`src/rtl/serial_pkg.sv`:
```
// Shared definitions for the serial add/subtract unit: FSM state encoding
// and the digit-counter width helper.
package serial_pkg;

    typedef enum logic [1:0] {
        IDLE = 2'd0,
        RUN  = 2'd1,
        DONE = 2'd2
    } state_t;

    // Width of a counter that indexes N = data_w/digit_w digit steps (minimum 1 bit).
    function automatic int cnt_width(input int data_w, input int digit_w);
        int n;
        int w;
        n = data_w / digit_w;
        w = 1;
        while ((1 << w) < n) begin
            w = w + 1;
        end
        return w;
    endfunction

endpackage

```
`src/rtl/serial_addsub_digit_adder.sv`:
```
// Combinational DIGITWIDTH-bit ripple-carry digit adder.
// With SERIAL_ADDSUB_OVF_EN defined it also exports the carry into its top
// cell so the caller can derive two's-complement overflow.
module digit_adder #(
    parameter int DIGITWIDTH = 1
) (
    input  logic [DIGITWIDTH-1:0] a,
    input  logic [DIGITWIDTH-1:0] b,
    input  logic                  cin,
    output logic [DIGITWIDTH-1:0] sum,
    output logic                  cout
`ifdef SERIAL_ADDSUB_OVF_EN
    ,
    output logic                  c_msb
`endif
);

    // carry[gi] is the carry into cell gi; carry[DIGITWIDTH] leaves the digit
    logic [DIGITWIDTH:0] carry;

    assign carry[0] = cin;

    genvar gi;
    generate
        for (gi = 0; gi < DIGITWIDTH; gi = gi + 1) begin : g_cell
            assign sum[gi]     = a[gi] ^ b[gi] ^ carry[gi];
            assign carry[gi+1] = (a[gi] & b[gi]) | (a[gi] & carry[gi]) | (b[gi] & carry[gi]);
        end
    endgenerate

    assign cout = carry[DIGITWIDTH];

`ifdef SERIAL_ADDSUB_OVF_EN
    assign c_msb = carry[DIGITWIDTH-1];
`endif

endmodule

```
`src/rtl/serial_addsub.sv`:
```
// Handshaked digit-serial add/subtract unit. Processes DIGITWIDTH bits per
// clock, LSB digit first, through one shared digit_adder and a registered
// carry. Optional overflow output o_ovf is built when SERIAL_ADDSUB_OVF_EN
// is defined.
module serial_addsub
    import serial_pkg::*;
#(
    parameter int DATAWIDTH  = 8,
    parameter int DIGITWIDTH = 1
) (
    input  logic                 i_clk,
    input  logic                 i_rst,
    input  logic                 i_valid,
    output logic                 o_ready,
    input  logic [DATAWIDTH-1:0] i_a,
    input  logic [DATAWIDTH-1:0] i_b,
    input  logic                 i_sub,
    input  logic                 i_cin,
    output logic                 o_valid,
    input  logic                 i_ready,
    output logic [DATAWIDTH-1:0] o_sum,
    output logic                 o_cout
`ifdef SERIAL_ADDSUB_OVF_EN
    ,
    output logic                 o_ovf
`endif
);

    localparam int N  = DATAWIDTH / DIGITWIDTH;
    localparam int CW = cnt_width(DATAWIDTH, DIGITWIDTH);

    // A digit width that does not divide the operand width cannot be sequenced
    generate
        if ((DATAWIDTH % DIGITWIDTH) != 0) begin : g_bad_digitwidth
            $error("serial_addsub: DATAWIDTH must be a multiple of DIGITWIDTH");
        end
    endgenerate

    state_t                state_reg;
    logic                  ready_reg;
    logic                  valid_reg;
    logic [DATAWIDTH-1:0]  a_reg;
    logic [DATAWIDTH-1:0]  b_reg;
    logic                  sub_reg;
    logic                  carry_reg;
    logic [CW-1:0]         cnt_reg;
    logic [DATAWIDTH-1:0]  sum_reg;

    logic [DIGITWIDTH-1:0] b_digit;
    logic [DIGITWIDTH-1:0] digit_sum;
    logic                  digit_cout;
    logic [DATAWIDTH-1:0]  sum_shift;
    logic                  last_step;

    // Subtraction is A + ~B + ~borrow, so only B's digit is conditionally inverted
    assign b_digit   = sub_reg ? ~b_reg[DIGITWIDTH-1:0] : b_reg[DIGITWIDTH-1:0];
    assign last_step = (cnt_reg == CW'(N - 1));

`ifdef SERIAL_ADDSUB_OVF_EN
    logic digit_c_msb;
    logic ovf_reg;

    digit_adder #(.DIGITWIDTH(DIGITWIDTH)) u_digit_adder (
        .a     (a_reg[DIGITWIDTH-1:0]),
        .b     (b_digit),
        .cin   (carry_reg),
        .sum   (digit_sum),
        .cout  (digit_cout),
        .c_msb (digit_c_msb)
    );

    // Overflow is taken from the final (most significant) digit only
    always_ff @(posedge i_clk or negedge i_rst) begin
        if (!i_rst) begin
            ovf_reg <= 1'b0;
        end else if (state_reg == RUN && last_step) begin
            ovf_reg <= digit_c_msb ^ digit_cout;
        end
    end

    assign o_ovf = ovf_reg;
`else
    digit_adder #(.DIGITWIDTH(DIGITWIDTH)) u_digit_adder (
        .a    (a_reg[DIGITWIDTH-1:0]),
        .b    (b_digit),
        .cin  (carry_reg),
        .sum  (digit_sum),
        .cout (digit_cout)
    );
`endif

    // New result digit enters at the MSB side; after N steps digit 0 sits at the bottom
    generate
        if (N == 1) begin : g_single_digit
            assign sum_shift = digit_sum;
        end else begin : g_multi_digit
            assign sum_shift = {digit_sum, sum_reg[DATAWIDTH-1:DIGITWIDTH]};
        end
    endgenerate

    // Control FSM plus datapath registers, with registered handshake outputs
    always_ff @(posedge i_clk or negedge i_rst) begin
        if (!i_rst) begin
            state_reg <= IDLE;
            ready_reg <= 1'b1;
            valid_reg <= 1'b0;
            a_reg     <= '0;
            b_reg     <= '0;
            sub_reg   <= 1'b0;
            carry_reg <= 1'b0;
            cnt_reg   <= '0;
            sum_reg   <= '0;
        end else begin
            case (state_reg)
                IDLE: begin
                    if (i_valid) begin
                        a_reg     <= i_a;
                        b_reg     <= i_b;
                        sub_reg   <= i_sub;
                        carry_reg <= i_sub ? ~i_cin : i_cin;
                        cnt_reg   <= '0;
                        ready_reg <= 1'b0;
                        state_reg <= RUN;
                    end
                end
                RUN: begin
                    a_reg     <= a_reg >> DIGITWIDTH;
                    b_reg     <= b_reg >> DIGITWIDTH;
                    sum_reg   <= sum_shift;
                    carry_reg <= digit_cout;
                    if (last_step) begin
                        valid_reg <= 1'b1;
                        state_reg <= DONE;
                    end else begin
                        cnt_reg <= cnt_reg + CW'(1);
                    end
                end
                DONE: begin
                    if (i_ready) begin
                        valid_reg <= 1'b0;
                        ready_reg <= 1'b1;
                        state_reg <= IDLE;
                    end
                end
                default: begin
                    state_reg <= IDLE;
                    ready_reg <= 1'b1;
                    valid_reg <= 1'b0;
                end
            endcase
        end
    end

    assign o_ready = ready_reg;
    assign o_valid = valid_reg;
    assign o_sum   = sum_reg;
    assign o_cout  = carry_reg;

endmodule

```
`config.mk`:
```
export PLATFORM = sky130hd
export DESIGN_NAME = serial_addsub
export DESIGN_NICKNAME = d
export VERILOG_FILES = /design/src/rtl/serial_pkg.sv /design/src/rtl/serial_addsub_digit_adder.sv /design/src/rtl/serial_addsub.sv
export SDC_FILE = /design/constraint.sdc
export NUM_CORES = 1
export LEC_CHECK = 0
export CORE_AREA = 4 4 72 74
export DETAILED_ROUTE_END_ITERATION = 10
export DIE_AREA = 0 0 76 78
export PLACE_DENSITY = 0.57
export SYNTH_ARGS = -nofsm -noshare
export SYNTH_HDL_FRONTEND = slang
export SYNTH_SLANG_ARGS = --single-unit
```
`constraint.sdc`:
```
create_clock -name i_clk -period 2.1 [get_ports i_clk]
set_input_delay 0.525 -clock i_clk [delete_from_list [all_inputs] [get_ports i_clk]]
set_output_delay 0.525 -clock i_clk [all_outputs]
set_load 0.1 [all_outputs]
```
==> reports/metrics.yaml <==
status:
  status: "complete, no violations"
setup_path:
  slowest_delay_ps: 640
  end_kind: "flip-flop"
  startpoint_type: "primary input"
  cp.required_ps: 2260
  crit_type: "primary input to flip-flop"
  arrival_ps: 1780
  worstRegToRegCells: 4
  crit_chain: "clkdlybuf4s50_1 -> nor3b_2 -> mux2_2"
  worst_path_max_delay_cell: "clkdlybuf4s50_1"
  crit_fanout: 7
  timing.rr.end: "a_reg[0]"
  r2r_start: "state_reg[0]"
  reg2reg_slack_ps: 490
detailed_routing:
  drt_iter0_drc: 58
  drcViolationCount: 0
  num_vias: 1127
  routed_wl_mm: 3.03
  firstDrtPassIters: 4
  drt.antenna.violating_nets: 0
  wl_per_cell_um: 12.7
  avgViaCountPerCell: 4.72
cells_and_area:
  final_nets: 209
  fillCellCount: 443
  drive_above_1_share: 0.141
  antenna_cells: 0
  multi_input_area_sq_um: 641
  area_delta_synth_final_pct: 26.8
  fin_util: 0.427
  area.sequential_sq_um: 827
sta:
  finClkSkew_ps: 3.40
  worstMarginPinSlew_ps: 439
  final-max-slew-violation-count: 0
  finalSetupTns_ps: 0
  relSlewSlack: 0.708
  fmax_mhz: 618
  setup_viol: 0
  period_needed_ps: 1620
  whs_ps: 481
  finalCritPeriodShare: 0.770
  hold_violations: 0
  rsz0062_at_grt: "no"
yosys:
  yosysUniqueCellTypes: 27
  ys_seq_area_frac: 0.534
  synth_seq_cells: 33
  synthTopCellsByArea: "dfrtp_1, nand2_1, mux2i_1"
  syn-cell-area_sq_um: 1550
  synth_area_per_cell_sq_um: 10.4
  synthesis.yosys.warnings: 0
  synth_top_area_share: 0.517
  synth_cells: 149
  synth_area_leader_cell: "dfrtp_1"
  synthesis.nets: 174
power:
  clock_power_share: 0.130
  leakage_nw: 0.928
  peakVddDrop_mv: 0.749
  p_sw_frac: 0.479
  seqPwrFrac: 0.337
  internal_power_mw: 1.79
  power_mw: 3.44
  pwr-share-comb: 0.532
  power_switching_mw: 1.65
  powerDensity_nw_per_um2: 1750
grt:
  gr-usage-all-layers: 0.112
  grt_pass1_wl_mm: 5.41
  grt_max_degree: 34
  first_global_vias: 1146
  overflow: 0
  antenna_found_initial: 0
clocking:
  post_cts_buffers: 0
  path_clk_slew_ps: 60
  cts-root-buf: "clkbuf_8"
  postCtsHoldBufs: 0
  insertion_delay_ps: 280
  htree_levels: 2
  cts_buffers: 5
  cts.sinks: 33
  clockBufferDepth: 2
  cts_tree: "built"
  cts-resized-gates: 0
die:
  die_area_sq_um: 5930
  start_util: 0.337
  io_pins: 33
  die_y_um: 78
  fp-row-count: 25
  core_area_sq_um: 4600
  die_x_um: 76
min_path:
  hold_path_end: "a_reg[6]"
  hp-start: "a_reg[6]"
  hold_path.class: "flip-flop to flip-flop"
  holdPathStages: 2
placement:
  gp_congestion: 0.697
  hpwlAfterDp_mm: 2.18
  portBuffers: 32
run:
  maxCapViolations: 0
synth_stat cells, drive strengths merged:
cell type,count
o22a,1
xor2,1
ha,2
a22o,2
dfstp,1
mux2i,14
mux2,2
inv,3
buf,8
nor2,5
o211ai,1
fa,1
xnor2,1
o21ai,19
o21bai,1
nand2b,4
a22oi,1
a21o,1
nand2,41
nor3b,1
a21oi,3
dfrtp,32
nor2b,4
worst max-delay path, delay by kind of cell:
family | cells | cell delay [ps]
simple gates | 1 | 270
mux | 1 | 350
buf+inv | 1 | 640
stage by stage:
stage          area (sq um)  setup slack (ps)  instances
4_1_cts                1960               454        239
5_1_grt                1960               328        239
6_report               1960               483        239
3_3_place_gp           1880               227        231
3_5_place_dp           1880               179        231
2_1_floorplan          1550               269        149
logic make-up (layout without fill, tap and decap cells):
family          Yosys count  after routing  synth area share
buf+inv                  11             47            0.0533
compound gates           29             29             0.115
fa+ha+maj                 3              3            0.0291
mux                      16             16             0.105
flops                    33             33             0.534
xor+xnor                  2              2            0.0113
simple gates             55             55             0.152
power groups by stage:
| stage | logic, mW | clock network [mW] | registers [mW] |
|---|---|---|---|
| 2_1_floorplan | 0.916 | 0 | 1.74 |
| 3_3_place_gp | 1.80 | 0 | 1.16 |
| 3_5_place_dp | 1.85 | 0 | 1.18 |
| 4_1_cts | 1.86 | 0.466 | 1.17 |
| 5_1_grt | 2.01 | 0.491 | 1.20 |
| 6_report | 1.83 | 0.447 | 1.16 |
cells in the final DEF (no fill, tap or decap), types with 2 or more instances in the layout:
| cell | instances |
|---|---|
| nand2_1 | 41 |
| dfrtp_1 | 32 |
| clkdlybuf4s50_1 | 21 |
| mux2i_1 | 14 |
| buf_4 | 14 |
| o21ai_1 | 12 |
| o21ai_0 | 7 |
| nor2_1 | 5 |
| clkbuf_8 | 5 |
| nand2b_1 | 4 |
| inv_1 | 3 |
| a21oi_1 | 3 |
| nor2b_1 | 3 |
| clkbuf_1 | 3 |
| mux2_2 | 2 |
| a22o_1 | 2 |
| ha_1 | 2 |
cell type report:
| cell class | count | share of cell area |
|---|---|---|
| Clock buffer | 8 | 0.0408 |
| Inverter | 3 | 0.00574 |
| Multi-Input combinational cell | 105 | 0.327 |
| Sequential cell | 33 | 0.422 |
| Tap cell | 54 | 0.0344 |
| Timing Repair Buffer | 36 | 0.171 |
worst max path at each step:
stage | from | end | cells after the start | slack [ps]
after detailed placement | i_valid | sub_reg | 3 | 180
after floorplan | o_cout | o_sum[7] | 3 | 270
final | i_valid | sub_reg | 3 | 480
after CTS | state_reg[0] | a_reg[0] | 4 | 450
after global routing | state_reg[0] | a_reg[0] | 4 | 330
after global placement | i_valid | sub_reg | 3 | 230
per-layer routing:
metal	share of wire	global-route usage	vias to the layer above
li1	-	-	564
met2	0.49	0.173	26
met4	0.0073	0.0427	0
met3	0.051	0.0383	2
met5	0	0	-
met1	0.46	0.145	535
No activity file was read; power rests on OpenSTA's default activity.
